[config.mk]
export PLATFORM = sky130hd
export DESIGN_NAME = dmem_access_ctrl
export DESIGN_NICKNAME = d
export VERILOG_FILES = /design/src/rtl/dmem_access_ctrl.sv
export SDC_FILE = /design/constraint.sdc
export NUM_CORES = 1
export LEC_CHECK = 0
export ABC_AREA = 1
export BUFFER_PORTS_ARGS = -buffer_cell sky130_fd_sc_hd__buf_2
export CAP_MARGIN = 30
export CORE_AREA = 2 2 182 184
export CTS_CLUSTER_DIAMETER = 200
export DETAILED_ROUTE_END_ITERATION = 6
export DIE_AREA = 0 0 184 186
export SKIP_CTS_REPAIR_TIMING = 1
export SYNTH_ARGS = -nofsm -noshare
export SYNTH_HDL_FRONTEND = slang
export SYNTH_SLANG_ARGS = --single-unit
[constraint.sdc]
create_clock -name clk -period 2.6 [get_ports clk]
set_clock_uncertainty 0.15 [all_clocks]
set_input_delay 0.13 -clock clk [delete_from_list [all_inputs] [get_ports clk]]
set_output_delay 0.13 -clock clk [all_outputs]
set_load 0.03 [all_outputs]
[src/rtl/dmem_access_ctrl.sv]
// Y86 memory-stage initiator: decodes one operation, runs a req/gnt/rvalid memory access
// with range check and timeout, and returns ValM/dmem_err over a valid/ready handshake.
module dmem_access_ctrl #(
  parameter int unsigned MEM_WORDS = 1024,
  parameter int unsigned TIMEOUT   = 16
) (
  input  logic        clk,
  input  logic        rst_n,
  input  logic        in_valid,
  output logic        in_ready,
  input  logic [3:0]  icode,
  input  logic [63:0] ValA,
  input  logic [63:0] ValE,
  input  logic [63:0] ValP,
  output logic        mem_req,
  output logic        mem_we,
  output logic [63:0] mem_addr,
  output logic [63:0] mem_wdata,
  input  logic        mem_gnt,
  input  logic        mem_rvalid,
  input  logic [63:0] mem_rdata,
  output logic        out_valid,
  input  logic        out_ready,
  output logic [63:0] ValM,
  output logic        dmem_err
);

  localparam int unsigned CW = $clog2(TIMEOUT + 1);

  typedef enum logic [1:0] {S_IDLE, S_REQ, S_WAIT, S_RESP} state_t;

  state_t        r_state;
  logic [CW-1:0] r_cnt;
  logic          r_in_ready;
  logic          r_mem_req;
  logic          r_mem_we;
  logic [63:0]   r_mem_addr;
  logic [63:0]   r_mem_wdata;
  logic          r_out_valid;
  logic [63:0]   r_valm;
  logic          r_err;

  logic          w_is_wr;
  logic          w_is_rd;
  logic [63:0]   w_addr;
  logic [63:0]   w_wdata;
  logic          w_range_err;
  logic          w_accept;
  logic          w_tmo;

  // Operation decode: address/data selection per icode
  always_comb begin
    w_is_wr = 1'b0;
    w_is_rd = 1'b0;
    w_addr  = 64'd0;
    w_wdata = 64'd0;
    case (icode)
      4'd4, 4'd10: begin w_is_wr = 1'b1; w_addr = ValE; w_wdata = ValA; end
      4'd8:        begin w_is_wr = 1'b1; w_addr = ValE; w_wdata = ValP; end
      4'd5:        begin w_is_rd = 1'b1; w_addr = ValE; end
      4'd9, 4'd11: begin w_is_rd = 1'b1; w_addr = ValA; end
      default: ;
    endcase
  end

  // Signed range check: negative means the sign bit is set
  assign w_range_err = w_addr[63] || (w_addr >= 64'(MEM_WORDS));
  assign w_accept    = in_valid && r_in_ready;
  // Budget spans REQ+WAIT combined, so the count keeps running across the gnt
  assign w_tmo       = (r_cnt >= CW'(TIMEOUT - 1));

  always_ff @(posedge clk or negedge rst_n) begin
    if (!rst_n) begin
      r_state     <= S_IDLE;
      r_cnt       <= '0;
      r_in_ready  <= 1'b0;
      r_mem_req   <= 1'b0;
      r_mem_we    <= 1'b0;
      r_mem_addr  <= 64'd0;
      r_mem_wdata <= 64'd0;
      r_out_valid <= 1'b0;
      r_valm      <= 64'd0;
      r_err       <= 1'b0;
    end else begin
      case (r_state)
        S_IDLE: begin
          r_in_ready <= 1'b1;
          if (w_accept) begin
            r_in_ready  <= 1'b0;
            r_valm      <= 64'd0;
            r_mem_we    <= w_is_wr;
            r_mem_addr  <= w_addr;
            r_mem_wdata <= w_wdata;
            r_cnt       <= '0;
            if (!(w_is_wr || w_is_rd)) begin
              r_state     <= S_RESP;
              r_out_valid <= 1'b1;
              r_err       <= 1'b0;
            end else if (w_range_err) begin
              r_state     <= S_RESP;
              r_out_valid <= 1'b1;
              r_err       <= 1'b1;
            end else begin
              r_state   <= S_REQ;
              r_mem_req <= 1'b1;
              r_err     <= 1'b0;
            end
          end
        end
        S_REQ: begin
          r_cnt <= CW'(r_cnt + 1'b1);
          if (mem_gnt) begin
            r_mem_req <= 1'b0;
            if (r_mem_we) begin
              r_state     <= S_RESP;
              r_out_valid <= 1'b1;
            end else begin
              r_state <= S_WAIT;
            end
          end else if (w_tmo) begin
            r_mem_req   <= 1'b0;
            r_state     <= S_RESP;
            r_out_valid <= 1'b1;
            r_err       <= 1'b1;
          end
        end
        S_WAIT: begin
          r_cnt <= CW'(r_cnt + 1'b1);
          if (mem_rvalid) begin
            r_valm      <= mem_rdata;
            r_state     <= S_RESP;
            r_out_valid <= 1'b1;
          end else if (w_tmo) begin
            r_state     <= S_RESP;
            r_out_valid <= 1'b1;
            r_err       <= 1'b1;
          end
        end
        S_RESP: begin
          if (out_ready) begin
            r_out_valid <= 1'b0;
            r_in_ready  <= 1'b1;
            r_state     <= S_IDLE;
          end
        end
        default: r_state <= S_IDLE;
      endcase
    end
  end

  assign in_ready  = r_in_ready;
  assign mem_req   = r_mem_req;
  assign mem_we    = r_mem_we;
  assign mem_addr  = r_mem_addr;
  assign mem_wdata = r_mem_wdata;
  assign out_valid = r_out_valid;
  assign ValM      = r_valm;
  assign dmem_err  = r_err;

endmodule

==> flow_metrics.env <==
export IMPL_drt_iter0_markers=819
export IMPL_pwr_density_cell_nw_per_um2=1029
export IMPL_critPathLaunchType="input port"
export IMPL_grt_pass1_vias=9149
export IMPL_clk_insertion_delay_late_ns=0.52
export IMPL_status="complete, but fails checks"
export IMPL_switching_share_pct=45.47
export IMPL_maxCapViolations=0
export IMPL_dr_pass1_iters=5
export IMPL_ys_seq_area_share_pct=54.41
export IMPL_layout_nets=2183
export IMPL_max_slew_margin_pct=57.31
export IMPL_antenna_found_initial=2
export IMPL_port_buffers=462
export IMPL_clockBufferDepth=3
export IMPL_dp_cells=1971
export IMPL_seqPwrFrac_pct=31.1
export IMPL_power_frac_clock_pct=22.9
export IMPL_p_sw_mw=7.616
export IMPL_min_path_type="in -> reg"
export IMPL_path_class="in -> reg"
export IMPL_tightest_slew_ns=0.6403
export IMPL_most_common_layout_cells="547 x nand2_1, 461 x buf_2, 320 x dlygate4sd3_1, 204 x dfrtp_1, 152 x o21ai_0"
export IMPL_drt_drc_violations_left=0
export IMPL_clk_pin_slew_worst_paths_ns=0.06
export IMPL_p_comb_share_pct=46.0
export IMPL_layout_commonest_cell="nand2_1"
export IMPL_power_internal_mw=9.134
export IMPL_final_setup_viol_count=0
export IMPL_dieArea_sq_um=34220
export IMPL_fin_crit_ns=2.294
export IMPL_num_rows=66
export IMPL_grt_pass1_wl_microns=52410
export IMPL_cp_max_fo=31
export IMPL_final_cells=2339
export IMPL_pin_count=463
export IMPL_globalRouteOverflowTotal=0
export IMPL_max_freq_mhz=435.9
export IMPL_gp_congestion=0.9049
export IMPL_drt_wl_total_microns=39860
export IMPL_start_util_pct=29.13
export IMPL_area_delta_synth_final_pct=73.56
export IMPL_yosysWarnings=0
export IMPL_ant_nets=0
export IMPL_grt_usage_pct=19.68
export IMPL_die_x_microns=184
export IMPL_hold_violations=2
export IMPL_ys_ff_latch=204
export IMPL_syn_instance_count=1158
export IMPL_dp_hpwl_microns=26360
export IMPL_wl_per_cell_microns=17.04
export IMPL_ir_drop_v=0.0006908
export IMPL_cts_root_buffer="clkbuf_16"
export IMPL_cts_made_buffers=26
export IMPL_rsz0062_at_grt="no"
export IMPL_via_per_inst=4.734
export IMPL_setup_tns_ns=0
export IMPL_drive_above_1_share_pct=27.84
export IMPL_grt_max_degree=129
export IMPL_critPathSlowestCell="dlygate4sd3_1"
export IMPL_slew_viol_final=0
export IMPL_path_cells="dlygate4sd3_1 > buf_2 > inv_1 > nand3_1 > nand2_2 > buf_4 > buf_4 > a22oi_1 > dlygate4sd3_1 > o21ai_0"
export IMPL_synth_cell_area_sq_um=9383
export IMPL_syn_avg_cell_area_sq_um=8.103
export IMPL_synth_cell_types=29
export IMPL_finalCritPeriodShare_pct=88.24
export IMPL_whs_ns=-0.02322
export IMPL_max_stage_delay_ns=0.61
export IMPL_critPathArrivalTime_ns=2.58
export IMPL_violations="negative hold slack"
export IMPL_clock_sinks=204
export IMPL_cts_max_level=1
export IMPL_synthesis_nets=1430
export IMPL_p_leak_nw=8.362
export IMPL_endpoint_kind="register"
export IMPL_cts_tree="built"
export IMPL_core_area_sq_um=32210
export IMPL_crit_required_ns=2.89
export IMPL_routed_via_count=11070
export IMPL_die_y_microns=186
## stage by stage
stage	worst slack [ns]	util, %	hold slack (ns)	cell area (sq um)	power, mW
detailed placement	0.3154	37.75	0.05251	12160	12.48
global placement	0.3660	37.69	0.05197	12140	12.41
floorplan	0.4533	-	-0.3156	9383	9.907
finish	0.3057	50.56	-0.02322	16280	16.75
global route	0.1736	50.56	0.01322	16280	17.74
CTS	0.3541	40.60	-0.5179	13080	16.40
## synthesized netlist by cell type
cell / count / share of area (%)
a211oi_1: 1 / 0.080
a21oi_1: 4 / 0.21
a22o_1: 2 / 0.19
a22oi_1: 80 / 6.4
a31oi_1: 1 / 0.067
buf_2: 8 / 0.43
buf_4: 1 / 0.080
buf_6: 9 / 1.1
clkbuf_1: 57 / 2.3
clkinv_1: 1 / 0.040
dfrtp_1: 204 / 54
ha_1: 6 / 0.80
inv_1: 18 / 0.72
inv_2: 2 / 0.080
nand2_1: 549 / 22
nand3_1: 6 / 0.32
nand3_2: 1 / 0.11
nand3b_1: 1 / 0.080
nand4_1: 1 / 0.067
nor2_1: 42 / 1.7
nor2_2: 1 / 0.067
nor3_1: 3 / 0.16
nor3_2: 1 / 0.11
nor4_1: 1 / 0.067
o21a_1: 2 / 0.16
o21ai_0: 152 / 8.1
o21ai_1: 1 / 0.053
o22ai_1: 2 / 0.13
or2_2: 1 / 0.067
## sequential cells by signal, summed over array words and instances, names as in the netlist
name	count
mem_we	1
in_ready	1
r_cnt	5
dmem_err	1
mem_addr	64
mem_wdata	64
r_state	2
mem_req	1
ValM	64
out_valid	1
## cell families (layout without fill, tap and decap cells)
| logic type | Yosys count | in the layout | share of synthesized area, % |
|---|---|---|---|
| adders and majority gates | 6 | 6 | 0.8001 |
| AOI/OAI and AO/OA | 245 | 245 | 15.40 |
| buffers and inverters | 96 | 867 | 4.707 |
| other | 0 | 2 | 0 |
| DFF | 204 | 204 | 54.41 |
| and+or+nand+nor | 607 | 607 | 24.68 |
## worst max-delay path: cells and delay by family
family	cells	cell delay [ns]
buffers and inverters	6	2.00
AO/OA/AOI/OAI	2	0.27
AND/OR/NAND/NOR	2	0.17
## final cells by class
type / count / area (sq um)
Clock inverter: 11 / 141.4
Multi-Input combinational cell: 858 / 3879
Timing Repair Buffer: 800 / 5784
Inverter: 21 / 83.83
Fill cell: 2908 / 15920
Antenna cell: 2 / 5.005
Tap cell: 408 / 510.5
Clock buffer: 35 / 775.7
Sequential cell: 204 / 5105
## power by group through the flow
stage / Clock [mW] / Sequential [mW] / Combinational [mW]
after floorplan: 0 / 7.68 / 2.23
after global placement: 0 / 5.19 / 7.21
after detailed placement: 0 / 5.19 / 7.29
after CTS: 3.93 / 5.17 / 7.29
after global routing: 4.09 / 5.35 / 8.31
final: 3.84 / 5.20 / 7.71
## routing by layer
metal / global-route usage (%) / part of all wire, % / vias to the layer above
met5: 0 / 0 / -
met4: 5.888 / 3.9 / 0
met3: 3.228 / 7.0 / 102
met2: 33.98 / 50 / 535
met1: 25.34 / 39 / 5153
li1: - / - / 5283
## worst paths after layout
check	endpoint	cells past startpoint	slack (ns)	from
worst max-delay path	mem_addr[5]	10	0.31	icode[3]
max in group asynchronous	ValM[31]	3	1.48	rst_n
min in group asynchronous	mem_wdata[50]	2	0.04	rst_n
worst min-delay path	mem_addr[17]	5	-0.02	ValE[17]
worst min register to register	mem_addr[42]	2	0.32	mem_addr[42]
worst max register to register	mem_wdata[55]	7	0.34	r_state[0]
No activity file was read; power rests on OpenSTA's default activity.
